--- src/rtl/pipe_stage_reg_if.sv ---
// Pipeline stage handshake bundle.
// Groups the upstream beat (in_*), the downstream beat (out_*), the flush
// request and the flush-bubble indicator so that a stage register and its
// neighbours share one connection.
//   master : drives flush, in_valid/pc/ir/data/ctrl and out_ready;
//            observes in_ready, out_valid/pc/ir/data/ctrl and out_flushed.
//   slave  : the stage register itself (directions mirrored).
interface pipe_stage_reg_if #(
  parameter int unsigned DATA_W = 64,
  parameter int unsigned CTRL_W = 24
);
  logic              flush;
  logic              in_valid;
  logic              in_ready;
  logic [31:0]       in_pc;
  logic [31:0]       in_ir;
  logic [DATA_W-1:0] in_data;
  logic [CTRL_W-1:0] in_ctrl;
  logic              out_valid;
  logic              out_ready;
  logic [31:0]       out_pc;
  logic [31:0]       out_ir;
  logic [DATA_W-1:0] out_data;
  logic [CTRL_W-1:0] out_ctrl;
  logic              out_flushed;

  modport master (
    output flush, in_valid, in_pc, in_ir, in_data, in_ctrl, out_ready,
    input  in_ready, out_valid, out_pc, out_ir, out_data, out_ctrl, out_flushed
  );

  modport slave (
    input  flush, in_valid, in_pc, in_ir, in_data, in_ctrl, out_ready,
    output in_ready, out_valid, out_pc, out_ir, out_data, out_ctrl, out_flushed
  );
endinterface

--- src/rtl/pipe_stage_reg.sv ---
// Pipeline stage register with valid/ready handshake and flush.
// Holds one instruction beat (pc, ir, operand payload, control bundle) between
// two pipeline stages. Flush turns the stage into a bubble: NOP instruction,
// side-effecting control bits cleared, PC taken from the incoming beat.
//
// Ports:
//   clk  - single clock, rising edge
//   rst  - synchronous, active-high reset
//   bus  - pipe_stage_reg_if.slave: flush, in_* (upstream beat, in_ready),
//          out_* (downstream beat, out_ready), out_flushed
//
// Build option:
//   PIPE_STAGE_SKID_EN defined   -> registered in_ready with a one-entry skid
//                                   buffer (states EMPTY / FULL / SKID).
//   PIPE_STAGE_SKID_EN undefined -> combinational in_ready, no skid storage.
module pipe_stage_reg #(
  parameter int unsigned       DATA_W    = 64,
  parameter int unsigned       CTRL_W    = 24,
  parameter logic [CTRL_W-1:0] KILL_MASK = '1,
  parameter logic [31:0]       NOP_IR    = 32'h0000_0013
) (
  input logic             clk,
  input logic             rst,
  pipe_stage_reg_if.slave bus
);

  logic              in_ready_i;
  logic              out_valid_i;
  logic              in_xfer;
  logic              out_xfer;

  // Main (output) register load request and its source.
  logic              load_main;
  logic [31:0]       main_pc_d;
  logic [31:0]       main_ir_d;
  logic [DATA_W-1:0] main_data_d;
  logic [CTRL_W-1:0] main_ctrl_d;

  logic [31:0]       pc_q;
  logic [31:0]       ir_q;
  logic [DATA_W-1:0] data_q;
  logic [CTRL_W-1:0] ctrl_q;
  logic              flushed_q;

  // A beat offered together with flush is never taken.
  assign in_xfer  = bus.in_valid && in_ready_i && !bus.flush;
  assign out_xfer = out_valid_i && bus.out_ready;

`ifdef PIPE_STAGE_SKID_EN

  typedef enum logic [1:0] {
    EMPTY = 2'd0,
    FULL  = 2'd1,
    SKID  = 2'd2
  } state_t;

  state_t            state;
  state_t            state_nxt;
  logic              ready_q;
  logic              load_main_in;
  logic              load_main_skid;
  logic              load_skid;
  logic [31:0]       skid_pc;
  logic [31:0]       skid_ir;
  logic [DATA_W-1:0] skid_data;
  logic [CTRL_W-1:0] skid_ctrl;

  always_ff @(posedge clk) begin
    if (rst) begin
      state   <= EMPTY;
      ready_q <= 1'b1;
    end else begin
      state   <= state_nxt;
      // in_ready is registered: it only drops once the skid entry is occupied.
      ready_q <= (state_nxt != SKID);
    end
  end

  always_comb begin
    state_nxt      = state;
    load_main_in   = 1'b0;
    load_main_skid = 1'b0;
    load_skid      = 1'b0;
    unique case (state)
      EMPTY: begin
        if (in_xfer) begin
          state_nxt    = FULL;
          load_main_in = 1'b1;
        end
      end
      FULL: begin
        if (in_xfer && out_xfer) begin
          load_main_in = 1'b1;
        end else if (in_xfer) begin
          state_nxt = SKID;
          load_skid = 1'b1;
        end else if (out_xfer) begin
          state_nxt = EMPTY;
        end
      end
      SKID: begin
        if (out_xfer) begin
          state_nxt      = FULL;
          load_main_skid = 1'b1;
        end
      end
      default: state_nxt = EMPTY;
    endcase
    if (bus.flush) begin
      state_nxt      = EMPTY;
      load_main_in   = 1'b0;
      load_main_skid = 1'b0;
      load_skid      = 1'b0;
    end
  end

  always_ff @(posedge clk) begin
    if (rst) begin
      skid_pc   <= '0;
      skid_ir   <= NOP_IR;
      skid_data <= '0;
      skid_ctrl <= '0;
    end else if (load_skid) begin
      skid_pc   <= bus.in_pc;
      skid_ir   <= bus.in_ir;
      skid_data <= bus.in_data;
      skid_ctrl <= bus.in_ctrl;
    end
  end

  assign load_main   = load_main_in || load_main_skid;
  assign main_pc_d   = load_main_skid ? skid_pc   : bus.in_pc;
  assign main_ir_d   = load_main_skid ? skid_ir   : bus.in_ir;
  assign main_data_d = load_main_skid ? skid_data : bus.in_data;
  assign main_ctrl_d = load_main_skid ? skid_ctrl : bus.in_ctrl;
  assign out_valid_i = (state != EMPTY);
  assign in_ready_i  = ready_q;

`else

  logic valid_q;

  assign in_ready_i = !valid_q || bus.out_ready;

  always_ff @(posedge clk) begin
    if (rst) begin
      valid_q <= 1'b0;
    end else if (bus.flush) begin
      valid_q <= 1'b0;
    end else if (in_xfer) begin
      valid_q <= 1'b1;
    end else if (out_xfer) begin
      valid_q <= 1'b0;
    end
  end

  assign load_main   = in_xfer;
  assign main_pc_d   = bus.in_pc;
  assign main_ir_d   = bus.in_ir;
  assign main_data_d = bus.in_data;
  assign main_ctrl_d = bus.in_ctrl;
  assign out_valid_i = valid_q;

`endif

  // Output register. Flush leaves a bubble carrying the redirect PC; payload
  // is left as-is since the bubble is never consumed.
  always_ff @(posedge clk) begin
    if (rst) begin
      pc_q      <= '0;
      ir_q      <= NOP_IR;
      data_q    <= '0;
      ctrl_q    <= '0;
      flushed_q <= 1'b0;
    end else if (bus.flush) begin
      pc_q      <= bus.in_pc;
      ir_q      <= NOP_IR;
      ctrl_q    <= ctrl_q & ~KILL_MASK;
      flushed_q <= 1'b1;
    end else begin
      if (load_main) begin
        pc_q   <= main_pc_d;
        ir_q   <= main_ir_d;
        data_q <= main_data_d;
        ctrl_q <= main_ctrl_d;
      end
      if (in_xfer) begin
        flushed_q <= 1'b0;
      end
    end
  end

  assign bus.in_ready    = in_ready_i;
  assign bus.out_valid   = out_valid_i;
  assign bus.out_pc      = pc_q;
  assign bus.out_ir      = ir_q;
  assign bus.out_data    = data_q;
  assign bus.out_ctrl    = ctrl_q;
  assign bus.out_flushed = flushed_q;

endmodule

--- src/flat_wrapper.sv ---
// flat-port wrapper written by rule: the top's interface ports become plain ports
module pipe_stage_reg_flat 
#(
  parameter int unsigned       DATA_W    = 64,
  parameter int unsigned       CTRL_W    = 24,
  parameter logic [CTRL_W-1:0] KILL_MASK = '1,
  parameter logic [31:0]       NOP_IR    = 32'h0000_0013
)
  (clk, rst, bus_flush, bus_in_valid, bus_in_pc, bus_in_ir, bus_in_data, bus_in_ctrl, bus_out_ready, bus_in_ready, bus_out_valid, bus_out_pc, bus_out_ir, bus_out_data, bus_out_ctrl, bus_out_flushed);
  pipe_stage_reg_if #(.DATA_W(DATA_W), .CTRL_W(CTRL_W)) bus_i ();
  input logic clk;
  input logic rst;
  input wire logic [$bits(bus_i.flush)-1:0] bus_flush;
  input wire logic [$bits(bus_i.in_valid)-1:0] bus_in_valid;
  input wire logic [$bits(bus_i.in_pc)-1:0] bus_in_pc;
  input wire logic [$bits(bus_i.in_ir)-1:0] bus_in_ir;
  input wire logic [$bits(bus_i.in_data)-1:0] bus_in_data;
  input wire logic [$bits(bus_i.in_ctrl)-1:0] bus_in_ctrl;
  input wire logic [$bits(bus_i.out_ready)-1:0] bus_out_ready;
  output wire logic [$bits(bus_i.in_ready)-1:0] bus_in_ready;
  output wire logic [$bits(bus_i.out_valid)-1:0] bus_out_valid;
  output wire logic [$bits(bus_i.out_pc)-1:0] bus_out_pc;
  output wire logic [$bits(bus_i.out_ir)-1:0] bus_out_ir;
  output wire logic [$bits(bus_i.out_data)-1:0] bus_out_data;
  output wire logic [$bits(bus_i.out_ctrl)-1:0] bus_out_ctrl;
  output wire logic [$bits(bus_i.out_flushed)-1:0] bus_out_flushed;
  assign bus_i.flush = bus_flush;
  assign bus_i.in_valid = bus_in_valid;
  assign bus_i.in_pc = bus_in_pc;
  assign bus_i.in_ir = bus_in_ir;
  assign bus_i.in_data = bus_in_data;
  assign bus_i.in_ctrl = bus_in_ctrl;
  assign bus_i.out_ready = bus_out_ready;
  assign bus_in_ready = bus_i.in_ready;
  assign bus_out_valid = bus_i.out_valid;
  assign bus_out_pc = bus_i.out_pc;
  assign bus_out_ir = bus_i.out_ir;
  assign bus_out_data = bus_i.out_data;
  assign bus_out_ctrl = bus_i.out_ctrl;
  assign bus_out_flushed = bus_i.out_flushed;
  pipe_stage_reg #(.DATA_W(DATA_W), .CTRL_W(CTRL_W), .KILL_MASK(KILL_MASK), .NOP_IR(NOP_IR)) u_core (.clk(clk), .rst(rst), .bus(bus_i));
endmodule
--- config.mk ---
export PLATFORM = sky130hd
export DESIGN_NAME = pipe_stage_reg_flat
export DESIGN_NICKNAME = d
export VERILOG_FILES = /design/src/rtl/pipe_stage_reg_if.sv /design/src/rtl/pipe_stage_reg.sv /design/src/flat_wrapper.sv
export SDC_FILE = /design/constraint.sdc
export NUM_CORES = 1
export LEC_CHECK = 0
export ABC_AREA = 1
export CORE_MARGIN = 2
export CORE_UTILIZATION = 41
export DETAILED_ROUTE_END_ITERATION = 12
export PLACE_DENSITY = 0.81
export RECOVER_POWER = 50
export SYNTH_ARGS = -nofsm -noshare
export SYNTH_HDL_FRONTEND = slang
export SYNTH_SLANG_ARGS = --single-unit
export TNS_END_PERCENT = 5
--- constraint.sdc ---
create_clock -name clk -period 1.4 [get_ports clk]
set_input_delay 0.21 -clock clk [delete_from_list [all_inputs] [get_ports clk]]
set_output_delay 0.21 -clock clk [all_outputs]
set_load 0.02 [all_outputs]
==> results.py <==
metrics = {
    "outcome": {
        "outcome": "finished clean",
    },
    "floorplanning": {
        "die_w_um": 129,
        "io_pins": 312,
        "core_mm2": 0.0152,
        "rows": 45,
        "dieArea_mm2": 0.0166,
        "start_util_pct": 41.9,
        "die_h_um": 129,
    },
    "placement": {
        "gp_congestion": 0.788,
        "post-place-ws_ns": -0.256,
        "portBuffers": 311,
        "dp_hpwl_um": 13400,
        "place_area_mm2": 0.00988,
    },
    "clock_network": {
        "clock_path_buffers": 2,
        "cts_buffers": 17,
        "cts_tree": "done",
        "clock-sinks": 154,
        "worstSkewPairLatency_ns": 0.42,
        "post_cts_buffers": 0,
        "clkTransAtPathRegs_ns": 0.06,
        "cts_root_buf": "clkbuf_16",
        "htreeDepth": 4,
    },
    "worst_setup_path": {
        "endpoint_kind": "primary output",
        "crit_family": "buffers and inverters",
        "critPathMaxFanout": 2,
        "reg2reg_to": "u_core.bus.out_ctrl[22]",
        "crit_buf_inv": 1,
        "path_class": "reg -> out",
        "worstPathCellList": "dlygate4sd2_1",
        "slowest_delay_ns": 0.36,
        "ff2ff_path_depth": 7,
        "worstPathArrival_ns": 1.13,
        "cp_data_required_time_ns": 1.19,
        "critPathLaunchType": "register",
        "slowest_stage": "dlygate4sd2_1",
        "regToRegSetupSlack_ns": 0.10,
        "r2r_start": "u_core.bus.out_valid",
    },
    "yosys": {
        "synth_common_cells": "272 x nand2_1, 267 x nor2_1, 154 x dfxtp_1",
        "avgSynthCellArea_um2": 6.54,
        "ys_seq_area_share_pct": 48.4,
        "synth_area_mm2": 0.00637,
        "ys_seq_elements": 154,
        "synth_top_area_share_pct": 48.4,
        "ys.warnings.count": 0,
        "synthFlopType": "dfxtp_1",
        "yosysMostFrequentCell": "nand2_1",
        "syn_nets": 1131,
        "async_flop_share_pct": 0,
        "synth.area.top_cells": "dfxtp_1 48%, nand2_1 16%, nor2_1 16%, inv_1 9.0%, a21oi_1 2.7%",
        "synthCells": 974,
        "synthDistinctLibCells": 16,
        "synth_edf_count": 0,
        "synth_top_cell_by_area": "dfxtp_1",
    },
    "global_routing": {
        "grtUsageMet2_pct": 37.8,
        "antenna_found_initial": 0,
        "top_usage_layer": "met2",
        "grt_max_degree": 44,
        "grt_pass1_wl_um": 28100,
        "grtUsageTotal_pct": 21.5,
        "met3_usage_pct": 9.02,
        "grt_pass1_vias": 5960,
        "use_met1_pct": 22.8,
        "grt_overflow": 0,
    },
    "detailed_routing": {
        "drt_iter0_drc": 258,
        "wl_per_cell_um": 12.3,
        "firstDrtPassIters": 6,
        "drc": 0,
        "num_vias": 6508,
        "via_per_inst": 4.38,
        "ant_nets": 0,
        "wl_um": 18200,
    },
    "layout": {
        "final_layout_size_suffix_gt1_share_pct": 5.32,
        "finalInstanceArea_mm2": 0.0102,
        "antenna_cells": 0,
        "n_fill_cell": 1316,
        "syn2layout_area_growth_pct": 59.9,
        "fin_nets": 1442,
    },
    "pwr": {
        "combPwrFrac_pct": 18.1,
        "p_seq_share_pct": 41.9,
        "netSwitchingFraction_pct": 26.5,
        "power_frac_clock_pct": 40.0,
        "power.switching_mw": 3.02,
        "pwr_density_cell_mw_per_mm2": 1120,
        "ir_drop_v": 0.000729,
        "finalPower_mw": 11.4,
        "p_int_mw": 8.38,
        "total_leakage_power_nw": 5.45,
    },
    "sta": {
        "max_slew_margin_pct": 77.1,
        "rsz0062_at_grt": "false",
        "post-route-period-util_pct": 95.5,
        "max_freq_mhz": 748,
        "setup_ws_ns": 0.0628,
        "hold_viol": 0,
        "skew_ns": 0.00614,
        "setup_viol": 0,
        "worstMarginPinSlew_ns": 0.343,
        "period_minus_slack_ns": 1.34,
        "drv_slew": 0,
    },
    "min_path": {
        "worstHoldStart": "bus_in_ir[1]",
        "hold_class": "in -> reg",
        "min_to": "u_core.bus.out_ir[1]",
        "min_path_cells": 3,
    },
    "flow_run": {
        "max_cap_violations": 0,
    },
}
## layout by cell type, fill, tap and decap left out
cell / instances
clkbuf_1: 4
clkinv_4: 2
clkbuf_8: 3
inv_6: 1
o211ai_1: 1
nand2_2: 1
buf_4: 17
clkbuf_2: 4
inv_2: 2
bufinv_16: 2
clkbuf_4: 1
nor2_1: 267
clkdlybuf4s15_1: 1
nand3_4: 1
clkinvlp_4: 2
nand2_4: 1
clkdlybuf4s50_1: 156
buf_12: 10
nor2_4: 1
nand2_1: 272
dlygate4sd2_1: 153
dfxtp_1: 154
nand3_1: 33
clkinv_2: 3
buf_6: 1
a21oi_1: 35
inv_1: 152
clkbuf_16: 17
## registers in the layout, indices dropped and copies added, names as in the netlist
register / count
u_core.bus.out_valid: 1
u_core.bus.out_flushed: 1
u_core.bus.out_data: 64
u_core.bus.out_ir: 32
u_core.bus.out_ctrl: 24
u_core.bus.out_pc: 32
## per-layer routing
layer	up-vias	part of all wire, %
met5	-	0
met4	0	2.1
met3	30	9.8
met2	228	49
met1	2817	40
li1	3433	-
## power by group through the flow
| stage | registers (mW) | clock network (mW) | logic [mW] |
|---|---|---|---|
| after floorplan | 5.21 | 0 | 0.726 |
| after global placement | 4.87 | 0 | 2.25 |
| after detailed placement | 4.88 | 0 | 2.28 |
| after CTS | 4.78 | 4.66 | 2.11 |
| after global routing | 4.80 | 4.84 | 2.27 |
| final | 4.77 | 4.56 | 2.07 |
## what timing repair did
action                     CTS  global route
pin swaps                    0             0
hold buffers                 0             0
resized for setup          157             2
setup endpoints to repair  155             2
## layout make-up
cell class / count / area, um2 / area share, %
clock buffers: 21 / 470 / 4.62
clock inverters: 10 / 116 / 1.14
inverters: 154 / 578 / 5.67
multi-input cells: 612 / 2420 / 23.7
flip-flops and latches: 154 / 3080 / 30.3
well taps: 188 / 235 / 2.31
repair buffers: 346 / 3290 / 32.3
## worst max path at each step
stage / start / to / cells past startpoint
after floorplan: u_core.bus.out_valid / u_core.bus.out_data[53] / 7
after global placement: bus_out_ready / bus_in_ready / 4
after detailed placement: bus_out_ready / bus_in_ready / 4
after CTS: u_core.bus.out_valid / bus_in_ready / 2
after global routing: u_core.bus.out_ir[6] / bus_out_ir[6] / 1
final: u_core.bus.out_ir[26] / bus_out_ir[26] / 1
## cell families (layout without fill, tap and decap cells)
logic type             after synthesis  after routing  share of synthesized area (%)
and+or+nand+nor                    576            576                           34.9
buffers and inverters              208            531                           13.9
DFF                                154            154                           48.4
AOI/OAI and AO/OA                   36             36                           2.87
## metrics by stage
step	instances	TNS (ns)	utilization (%)	hold WS, ns
floorplan	974	0	-	0.320
global placement	1454	-19.42	65.0	0.441
detailed placement	1454	-20.59	65.0	0.445
CTS	1485	0	67.6	0.312
global route	1485	0	67.0	0.334
finish	1485	0	67.0	0.333
Note: power is estimated with default switching activity, not from simulation.
